### src/rtl/fust_m_issue_if.sv
// FUST row / matrix FU issue bundle. The timeout signal exists only when FUST_M_TIMEOUT_EN is defined.
interface fust_m_issue_if #(
  parameter int unsigned MREG_W = 4
);
  logic              fust_busy;
  logic [MREG_W-1:0] fust_md;
  logic [MREG_W-1:0] fust_ms1;
  logic [MREG_W-1:0] fust_ms2;
  logic [MREG_W-1:0] fust_ms3;
  logic [2:0]        fust_rdy;
  logic              flush;
  logic              fu_valid;
  logic              fu_ready;
  logic [MREG_W-1:0] fu_md;
  logic [MREG_W-1:0] fu_ms1;
  logic [MREG_W-1:0] fu_ms2;
  logic [MREG_W-1:0] fu_ms3;
  logic              fu_done;
  // "release" is a reserved word, so the row-clear pulse is named row_release
  logic              row_release;
  logic [MREG_W-1:0] wb_md;
  logic              busy;
`ifdef FUST_M_TIMEOUT_EN
  logic              timeout;
`endif

  modport master (
`ifdef FUST_M_TIMEOUT_EN
    output timeout,
`endif
    input  fust_busy, fust_md, fust_ms1, fust_ms2, fust_ms3, fust_rdy, flush,
    input  fu_ready, fu_done,
    output fu_valid, fu_md, fu_ms1, fu_ms2, fu_ms3,
    output row_release, wb_md, busy
  );

  modport slave (
`ifdef FUST_M_TIMEOUT_EN
    input  timeout,
`endif
    output fust_busy, fust_md, fust_ms1, fust_ms2, fust_ms3, fust_rdy, flush,
    output fu_ready, fu_done,
    input  fu_valid, fu_md, fu_ms1, fu_ms2, fu_ms3,
    input  row_release, wb_md, busy
  );
endinterface

### src/rtl/fust_m_issue.sv
// Issue controller for one FUST matrix row: latch, wait operands, issue, execute, release.
// Optional EXEC watchdog enabled by defining FUST_M_TIMEOUT_EN.
module fust_m_issue #(
  parameter int unsigned MREG_W      = 4,
  parameter int unsigned TIMEOUT_CYC = 64
) (
  input logic           CLK,
  input logic           nRST,
  fust_m_issue_if.master bus
);

  typedef enum logic [2:0] {
    S_IDLE,
    S_WAIT_OPS,
    S_ISSUE,
    S_EXEC,
    S_RELEASE
  } state_e;

  state_e            state_q, state_d;
  logic [MREG_W-1:0] md_q, md_d;
  logic [MREG_W-1:0] ms1_q, ms1_d;
  logic [MREG_W-1:0] ms2_q, ms2_d;
  logic [MREG_W-1:0] ms3_q, ms3_d;
  logic              exec_expire;

`ifdef FUST_M_TIMEOUT_EN
  localparam int unsigned CNT_W = $clog2(TIMEOUT_CYC) + 1;
  localparam logic [CNT_W-1:0] CNT_LIM = CNT_W'(TIMEOUT_CYC - 1);

  logic [CNT_W-1:0] cnt_q, cnt_d;

  // fu_done in the limit cycle wins over the watchdog
  assign exec_expire = (state_q == S_EXEC) && (cnt_q == CNT_LIM) && !bus.fu_done;
  assign bus.timeout = exec_expire;

  always_comb begin
    cnt_d = cnt_q;
    if (state_q == S_EXEC) begin
      cnt_d = cnt_q + 1'b1;
    end else if (state_d == S_EXEC) begin
      cnt_d = '0;
    end
  end

  always_ff @(posedge CLK) begin
    if (!nRST) begin
      cnt_q <= '0;
    end else begin
      cnt_q <= cnt_d;
    end
  end
`else
  assign exec_expire = 1'b0;
`endif

  always_comb begin
    state_d = state_q;
    md_d    = md_q;
    ms1_d   = ms1_q;
    ms2_d   = ms2_q;
    ms3_d   = ms3_q;
    case (state_q)
      S_IDLE: begin
        if (bus.fust_busy && !bus.flush) begin
          md_d    = bus.fust_md;
          ms1_d   = bus.fust_ms1;
          ms2_d   = bus.fust_ms2;
          ms3_d   = bus.fust_ms3;
          state_d = S_WAIT_OPS;
        end
      end
      S_WAIT_OPS: begin
        if (bus.flush) begin
          state_d = S_IDLE;
        end else if (bus.fust_rdy == 3'b111) begin
          state_d = S_ISSUE;
        end
      end
      S_ISSUE: begin
        if (bus.flush) begin
          state_d = S_IDLE;
        end else if (bus.fu_ready) begin
          state_d = S_EXEC;
        end
      end
      S_EXEC: begin
        if (bus.fu_done || exec_expire) begin
          state_d = S_RELEASE;
        end
      end
      S_RELEASE: state_d = S_IDLE;
      default:   state_d = S_IDLE;
    endcase
  end

  always_ff @(posedge CLK) begin
    if (!nRST) begin
      state_q <= S_IDLE;
      md_q    <= '0;
      ms1_q   <= '0;
      ms2_q   <= '0;
      ms3_q   <= '0;
    end else begin
      state_q <= state_d;
      md_q    <= md_d;
      ms1_q   <= ms1_d;
      ms2_q   <= ms2_d;
      ms3_q   <= ms3_d;
    end
  end

  assign bus.fu_valid    = (state_q == S_ISSUE);
  assign bus.fu_md       = bus.fu_valid ? md_q  : '0;
  assign bus.fu_ms1      = bus.fu_valid ? ms1_q : '0;
  assign bus.fu_ms2      = bus.fu_valid ? ms2_q : '0;
  assign bus.fu_ms3      = bus.fu_valid ? ms3_q : '0;
  assign bus.row_release = (state_q == S_RELEASE);
  assign bus.wb_md       = bus.row_release ? md_q : '0;
  assign bus.busy        = (state_q != S_IDLE);

endmodule

### src/flat_wrapper.sv
// flat-port wrapper written by rule: the top's interface ports become plain ports
module fust_m_issue_flat 
#(
  parameter int unsigned MREG_W      = 4,
  parameter int unsigned TIMEOUT_CYC = 64
)
  (CLK, nRST, bus_fust_busy, bus_fust_md, bus_fust_ms1, bus_fust_ms2, bus_fust_ms3, bus_fust_rdy, bus_flush, bus_fu_ready, bus_fu_done, bus_fu_valid, bus_fu_md, bus_fu_ms1, bus_fu_ms2, bus_fu_ms3, bus_row_release, bus_wb_md, bus_busy);
  fust_m_issue_if #(.MREG_W(MREG_W)) bus_i ();
  input logic CLK;
  input logic nRST;
  input wire logic [$bits(bus_i.fust_busy)-1:0] bus_fust_busy;
  input wire logic [$bits(bus_i.fust_md)-1:0] bus_fust_md;
  input wire logic [$bits(bus_i.fust_ms1)-1:0] bus_fust_ms1;
  input wire logic [$bits(bus_i.fust_ms2)-1:0] bus_fust_ms2;
  input wire logic [$bits(bus_i.fust_ms3)-1:0] bus_fust_ms3;
  input wire logic [$bits(bus_i.fust_rdy)-1:0] bus_fust_rdy;
  input wire logic [$bits(bus_i.flush)-1:0] bus_flush;
  input wire logic [$bits(bus_i.fu_ready)-1:0] bus_fu_ready;
  input wire logic [$bits(bus_i.fu_done)-1:0] bus_fu_done;
  output wire logic [$bits(bus_i.fu_valid)-1:0] bus_fu_valid;
  output wire logic [$bits(bus_i.fu_md)-1:0] bus_fu_md;
  output wire logic [$bits(bus_i.fu_ms1)-1:0] bus_fu_ms1;
  output wire logic [$bits(bus_i.fu_ms2)-1:0] bus_fu_ms2;
  output wire logic [$bits(bus_i.fu_ms3)-1:0] bus_fu_ms3;
  output wire logic [$bits(bus_i.row_release)-1:0] bus_row_release;
  output wire logic [$bits(bus_i.wb_md)-1:0] bus_wb_md;
  output wire logic [$bits(bus_i.busy)-1:0] bus_busy;
  assign bus_i.fust_busy = bus_fust_busy;
  assign bus_i.fust_md = bus_fust_md;
  assign bus_i.fust_ms1 = bus_fust_ms1;
  assign bus_i.fust_ms2 = bus_fust_ms2;
  assign bus_i.fust_ms3 = bus_fust_ms3;
  assign bus_i.fust_rdy = bus_fust_rdy;
  assign bus_i.flush = bus_flush;
  assign bus_i.fu_ready = bus_fu_ready;
  assign bus_i.fu_done = bus_fu_done;
  assign bus_fu_valid = bus_i.fu_valid;
  assign bus_fu_md = bus_i.fu_md;
  assign bus_fu_ms1 = bus_i.fu_ms1;
  assign bus_fu_ms2 = bus_i.fu_ms2;
  assign bus_fu_ms3 = bus_i.fu_ms3;
  assign bus_row_release = bus_i.row_release;
  assign bus_wb_md = bus_i.wb_md;
  assign bus_busy = bus_i.busy;
  fust_m_issue #(.MREG_W(MREG_W), .TIMEOUT_CYC(TIMEOUT_CYC)) u_core (.CLK(CLK), .nRST(nRST), .bus(bus_i));
endmodule
### config.mk
export PLATFORM = sky130hd
export DESIGN_NAME = fust_m_issue_flat
export DESIGN_NICKNAME = d
export VERILOG_FILES = /design/src/rtl/fust_m_issue_if.sv /design/src/rtl/fust_m_issue.sv /design/src/flat_wrapper.sv
export SDC_FILE = /design/constraint.sdc
export NUM_CORES = 1
export LEC_CHECK = 0
export CAP_MARGIN = 30
export CORE_MARGIN = 3
export CORE_UTILIZATION = 40
export CTS_CLUSTER_SIZE = 16
export DETAILED_ROUTE_END_ITERATION = 8
export HOLD_SLACK_MARGIN = 0.08
export PLACE_DENSITY = 0.82
export SYNTH_ARGS = -nofsm -noshare
export SYNTH_HDL_FRONTEND = slang
export SYNTH_SLANG_ARGS = --single-unit
### constraint.sdc
create_clock -name CLK -period 2.2 [get_ports CLK]
set_clock_uncertainty 0.15 [all_clocks]
set_input_delay 0.33 -clock CLK [delete_from_list [all_inputs] [get_ports CLK]]
set_output_delay 0.33 -clock CLK [all_outputs]
set_load 0.02 [all_outputs]
==> metrics.md, run 1 <==
| Metric | Value |
|---|---|
| Total power | `around 990 uW` |
| Vias after detailed routing | `1,091` |
| GRT met2 Usage | `about a third` |
| Power per cell area | `approximately 640 nW/um^2` |
| Least-Margin Pin Slew | `between 400 and 500 ps` |
| GRT Overall Usage | `just under 20%` |
| WL/cell | `around 14 microns` |
| Worst slew margin | `roughly two thirds` |
| Die Span Y | `between 50 and 60 microns` |
| Clock-pin slew on the worst setup and hold paths | `110 ps` |
| Setup Buffers After CTS | `0` |
| Die width | `56.5 microns` |
| Worst Hold Class | `register to register` |
| Outcome | `complete, no violations` |
| Post-DRT Antenna Nets | `0` |
| Synth top area share | `between 30% and 40%` |
| Synth top cells by count | `dfxtp_1 (19), nand3_1 (17), o21ai_0 (17), and3_1 (16), a21boi_0 (11)` |
| Sequential Area | `around 380 sq um` |
| CP arrival | `between 1500 and 2000 ps` |
| First-pass GRT wire length | `between 4 and 5 mm` |
| IO Pins | `48` |
| Hold depth | `2` |
| Initial Util | `a little over two fifths` |
| Period Utilization, post-route | `between 90% and 100%` |
| Largest net degree at the start of global routing | `22` |
| Die Footprint | `3190 sq um` |
| FILL cells | `around 220` |
| Share of cells above drive strength 1 | `about 11%` |
| Count leader, synth | `dfxtp_1` |
| Reg2Reg Depth | `5` |
| LEAKAGE | `roughly 0.75 nW` |
| Critical path peak fanout | `18` |
| Post-Syn Area per Cell | `between 8 and 9 sq um` |
| Drt total wl | `around 2.8 mm` |
| Post-route cell area | `around 1500 sq um` |
| Root Buffer | `clkbuf_4` |
| CP Capture Type | `output pin` |
| YS warnings | `0` |
| Final HPWL DP | `approximately 2.1 mm` |
| Final Hold Viols | `0` |
| Multi-input gate area | `569 sq um` |
| DRC viols | `0` |
| Clk sinks | `19` |
| Place WS | `about 190 ps` |
| RSZ-0062 raised after global routing | `false` |
| Dominant synthesized flop cell | `dfxtp_1` |
| Max-Cap Viols | `0` |
| Core Region | `around 2300 sq um` |
| Fin crit period | `between 2000 and 2500 ps` |
| Final net count | `about 200` |
| Seq/Total Area, Yosys | `37.3%` |
| N_diodes | `0` |
| Critical path class | `register to output pin` |
| Peak VDD IR | `roughly 0.37 mV` |
| Ranking of synthesized cells by area | `dfxtp_1 (37%), and3_1 (9.8%), nand3_1 (8.4%)` |
| Syn_nets | `between 100 and 150` |
| Vias in the first global route | `1,107` |
| CTS buffer count | `3` |
| Initial DRC count | `36` |
| Final Setup Violations | `0` |
| Ys async rst share | `0%` |
| Crit path setup slack, layout | `approximately 120 ps` |
| GR peak layer | `met2` |
| Area leader, netlist | `dfxtp_1` |
| Total global routing overflow | `0` |
| Worst EP required | `~1700 ps` |
| GP Congestion | `0.752` |
| Grt met1 use | `between 20% and 30%` |
| Site Rows | `17` |
| EDFF count, synth | `0` |
| Cell variety after synth | `28` |
| Initial antenna violation count | `0` |
| Via density | `about 5.5` |
| Clk buf depth | `2` |
| Pre-antenna DRT Iters | `4` |
| Yosys reg bits | `19` |
| Area after DPL | `between 1500 and 2000 sq um` |
| Utilization after layout | `66.3%` |
| Max Slew Vio Count | `0` |
| Worst-skew pair later-pin latency | `about 280 ps` |
| Fmax | `0.481 GHz` |
| Mapped Cells | `between 100 and 150` |
| H-tree depth | `1` |
| Setup TNS | `0 ps` |
| Final Hold Slack | `between 300 and 400 ps` |
| Placed cells | `193` |
| PortBufs | `47` |
| Hold buffers post-CTS | `0` |
| Synthesized cell area | `just over 1000 sq um` |
| Routing usage on met3 | `4.14%` |
| Type of element launching the critical path | `register` |
| Area growth syn-to-layout | `50.9%` |
| Final Non-Filler Cells | `197` |
| CTS tree | `yes` |
per-layer routing:
metal / up-vias / routed length (microns)
li1: 533 / -
met1: 524 / 1280
met2: 32 / 1400
met3: 2 / 149
met4: 0 / 15
met5: - / 0
worst max-delay path: stages, from the launching register on:
cell and delay [ps]:
dfxtp_1 520, nor2_2 70, buf_4 200, and3_1 200, dlygate4sd2_1 320
flip-flops by register name (all words and copies together), names as in the netlist:
name            cells
u_core.ms3_q        4
u_core.ms1_q        4
u_core.md_q         4
u_core.state_q      3
u_core.ms2_q        4
layout by cell type (no fill, tap or decap):
cell type / netlist / routed
a211oi_1: 1 / 1
a211oi_2: 2 / 2
a21boi_0: 11 / 11
a21boi_1: 5 / 5
a21o_1: 1 / 1
a21oi_1: 1 / 1
a22oi_1: 1 / 1
a311o_2: 1 / 1
and2_1: 5 / 5
and3_1: 16 / 16
and3b_1: 1 / 1
buf_4: 1 / 10
clkbuf_1: 7 / 1
clkbuf_4: 0 / 3
clkdlybuf4s50_1: 0 / 24
dfxtp_1: 19 / 18
dfxtp_2: 0 / 1
dlygate4sd2_1: 0 / 21
dlymetal6s2s_1: 0 / 2
mux2i_1: 1 / 1
nand2b_1: 1 / 1
nand3_1: 17 / 17
nand3b_1: 1 / 1
nor2_1: 2 / 1
nor2_2: 0 / 1
nor3b_1: 1 / 1
nor3b_2: 1 / 1
o21ai_0: 17 / 17
or2_1: 1 / 1
or3_1: 1 / 1
or3b_1: 1 / 1
final cells by class:
type	count	area share (%)
multi-input cells	89	37.1
repair buffers	57	34.1
flip-flops and latches	19	24.8
well taps	28	2.28
clock buffers	4	1.71
worst paths after layout:
kind                     start         endpoint  slack, ps
max reg2reg  u_core.state_q[1]   u_core.md_q[3]        490
min            u_core.ms3_q[0]  u_core.ms3_q[0]        330
min reg2reg    u_core.ms3_q[0]  u_core.ms3_q[0]        330
max          u_core.state_q[0]    bus_fu_ms1[3]        120
where the power goes:
part           internal, mW  switching, mW  total (mW)
logic                 0.179          0.223       0.402
registers             0.381         0.0294       0.410
clock network        0.0703          0.104       0.174
logic make-up after synthesis:
group / share of synthesized area, %
AO/OA/AOI/OAI: 26.4
buffers and inverters: 7.00
multiplexers: 0.983
AND/OR/NAND/NOR: 28.3
flip-flops: 37.3
repair_timing:
item	4_1_cts	5_1_grt
pin swaps	0	0
setup endpoints to repair	21	2
resized for setup	21	3
Note: power is estimated with default switching activity, not from simulation.
==> inputs of run 2 (changes only) <==
--- a/config.mk
+++ b/config.mk
@@ -15,3 +15,4 @@
 export SYNTH_ARGS = -nofsm -noshare
 export SYNTH_HDL_FRONTEND = slang
 export SYNTH_SLANG_ARGS = --single-unit
+export TNS_END_PERCENT = 20
==> constraint.sdc (replaced) <==
create_clock -name CLK -period 2.2 [get_ports CLK]
set_clock_uncertainty 0.15 [all_clocks]
set_input_delay 0.44 -clock CLK [delete_from_list [all_inputs] [get_ports CLK]]
set_output_delay 0.44 -clock CLK [all_outputs]
set_load 0.02 [all_outputs]
==> run 2 against run 1 <==
Net effect:
- flip-flop and latch count did not move
- worst hold slack got worse by 2.8 ps
- final area rose by 0.49%
- global-route usage rose by 0.057 points
- final cell count did not move
- first-iteration DRC count fell by 25%
- clock power fell by 3%
- critical path type unchanged
- critical endpoint is now bus_fu_md[2]
- largest power group is now combinational cells
- highest routed layer unchanged
==> metrics.md, run 2 (synthesis results as in run 1) <==
| Metric | Value |
|---|---|
| Outcome | `complete, no violations` |
| Initial Util | `43.9% (unchanged)` |
| Worst-skew pair later-pin latency | `280 ps (about the same)` |
| First-pass GRT wire length | `5.02 mm (+0.84%)` |
| Pre-antenna DRT Iters | `4 (unchanged)` |
| IO Pins | `48 (unchanged)` |
| Via density | `5.51 (-0.55%)` |
| Most frequent cells in the layout | `clkdlybuf4s50_1 (24), dlygate4sd2_1 (21), dfxtp_1 (18), nand3_1 (17), o21ai_0 (17)` |
| Share of cells above drive strength 1 | `11.2% (unchanged)` |
| Die width | `56.5 microns (unchanged)` |
| Least-Margin Pin Slew | `473 ps (-5.81 ps)` |
| Fmax | `0.473 GHz (-1.8%)` |
| Largest net degree at the start of global routing | `22 (unchanged)` |
| Final net count | `195 (unchanged)` |
| Setup TNS | `0 ps (unchanged)` |
| Final Hold Viols | `0 (unchanged)` |
| Clk buf depth | `2 (unchanged)` |
| CP Capture Type | `output pin` |
| Core Region | `2320 sq um (unchanged)` |
| Critical path class | `register to output pin` |
| Worst Hold Class | `register to register` |
| Multi-input gate area | `569 sq um (unchanged)` |
| Type of element launching the critical path | `register` |
| Vias in the first global route | `1,096 (-0.99%)` |
| DRC viols | `0 (unchanged)` |
| H-tree depth | `1 (unchanged)` |
| LEAKAGE | `0.725 nW (-3.3%)` |
| Fin crit period | `2120 ps (+38.1 ps)` |
| Root Buffer | `clkbuf_4` |
| Vias after detailed routing | `1,085 (-0.55%)` |
| Hold Crit Start | `u_core.ms3_q[2]` |
| GP Congestion | `0.729 (-3.0%)` |
| Sequential Area | `382 sq um (unchanged)` |
| Peak VDD IR | `0.488 mV (+34%)` |
| Hold depth | `2 (unchanged)` |
| Drt total wl | `2.95 mm (+3.5%)` |
| Initial DRC count | `27 (-25%)` |
| PortBufs | `47 (unchanged)` |
| Final Setup Violations | `0 (unchanged)` |
| FILL cells | `215 (-0.46%)` |
| Max Slew Vio Count | `0 (unchanged)` |
| Reg2Reg Depth | `5 (unchanged)` |
| Total power | `995 uW (+0.88%)` |
| Area growth syn-to-layout | `51.6%` |
| Initial antenna violation count | `0 (unchanged)` |
| Clock-pin slew on the worst setup and hold paths | `100 ps (about the same)` |
| Critical path peak fanout | `13 (-5)` |
| Die Footprint | `3190 sq um (unchanged)` |
| Post-route cell area | `1540 sq um (+0.49%)` |
| WL/cell | `15.0 microns (+3.5%)` |
| RSZ-0062 raised after global routing | `false` |
| Worst EP required | `1610 ps (-110 ps)` |
| Final HPWL DP | `2.23 mm (+4.5%)` |
| Area after DPL | `1540 sq um (+0.82%)` |
| GRT Overall Usage | `19.4% (+0.057 points)` |
| Most common cell after layout, fill and taps aside | `clkdlybuf4s50_1` |
| Die Span Y | `56.5 microns (unchanged)` |
| Post-DRT Antenna Nets | `0 (unchanged)` |
| Max-Cap Viols | `0 (unchanged)` |
| Worst slew margin | `68.5% (+0.39 points)` |
| CTS buffer count | `3 (unchanged)` |
| CP arrival | `1530 ps (-70 ps)` |
| R2R Setup Slk | `410 ps (-80 ps)` |
| Clk sinks | `19 (unchanged)` |
| Total global routing overflow | `0 (unchanged)` |
| Hold EP | `u_core.ms3_q[2]` |
| Worst r2r src | `u_core.state_q[1]` |
| FF-to-FF End | `u_core.ms2_q[1]` |
| N_diodes | `0 (unchanged)` |
| Power per cell area | `645 nW/um^2 (+0.39%)` |
| CTS tree | `yes` |
| Site Rows | `17 (unchanged)` |
| Period Utilization, post-route | `96.2% (+1.7 points)` |
-- run 2: changes by cell type in the layout (fill, tap and decap cells not counted) --
cell / delta
buf_12: +1
buf_4: -1
clkdlybuf4s15_1: +2
dlymetal6s2s_1: -2
-- run 2: routing by layer --
layer	up-vias	part of all wire [%]	GRT usage, %
met1	516	41	21.5
li1	533	-	-
met3	2	5.4	3.68
met2	34	54	37.6
met4	0	0.27	4.07
met5	-	0	0
-- run 2: cell type report --
class                   instances  share of cell area [%]
flip-flops and latches         19                    24.7
clock buffers                   4                    1.70
well taps                      28                    2.27
repair buffers                 57                    34.4
multi-input cells              89                    36.9
-- run 2: worst max-delay path: stages (launching register included) --
cell           delay [ps]
dfxtp_2               360
nor2_2                170
buf_4                 200
and3_1                170
dlygate4sd2_1         330
-- run 2: worst max path at each step --
stage                                 start         endpoint  slack, ps
after floorplan           u_core.state_q[0]     bus_wb_md[0]        170
after global placement    u_core.state_q[2]     bus_wb_md[2]        120
after detailed placement          bus_flush  u_core.ms2_q[1]         30
after CTS                 u_core.state_q[2]     bus_fu_md[2]         70
after global routing      u_core.state_q[2]    bus_fu_ms2[3]          6
final                     u_core.state_q[2]     bus_fu_md[2]         80
-- run 2: stage by stage --
step           setup WS, ps  std cells  hold WS (ps)  utilization [%]
3_5_place_dp           33.3        193           314             66.5
5_1_grt                5.76        197           374             66.6
4_1_cts                66.8        197           329             66.5
2_1_floorplan           170        121           298                -
3_3_place_gp            121        193           307             66.5
6_report               83.8        197           330             66.6
-- run 2: timing repair --
item	4_1_cts	5_1_grt
buffers inserted	0	0
resized for setup	24	2
hold buffers	0	0
endpoints found under the setup margin	23	2
-- run 2: where the power goes --
| part | total [mW] | switching (mW) | internal, mW |
|---|---|---|---|
| logic | 0.421 | 0.234 | 0.187 |
| registers | 0.405 | 0.0237 | 0.381 |
| clock network | 0.169 | 0.0989 | 0.0703 |
| total | 0.995 | 0.357 | 0.639 |
==> inputs of run 3 (changes only) <==
--- a/config.mk
+++ b/config.mk
@@ -10,6 +10,7 @@
 export CORE_UTILIZATION = 40
 export CTS_CLUSTER_SIZE = 16
 export DETAILED_ROUTE_END_ITERATION = 8
+export GPL_ROUTABILITY_DRIVEN = 0
 export HOLD_SLACK_MARGIN = 0.08
 export PLACE_DENSITY = 0.82
 export SYNTH_ARGS = -nofsm -noshare
==> results of run 3 <==
Same layout as run 2: the final DEF is identical, and so are final timing and power.
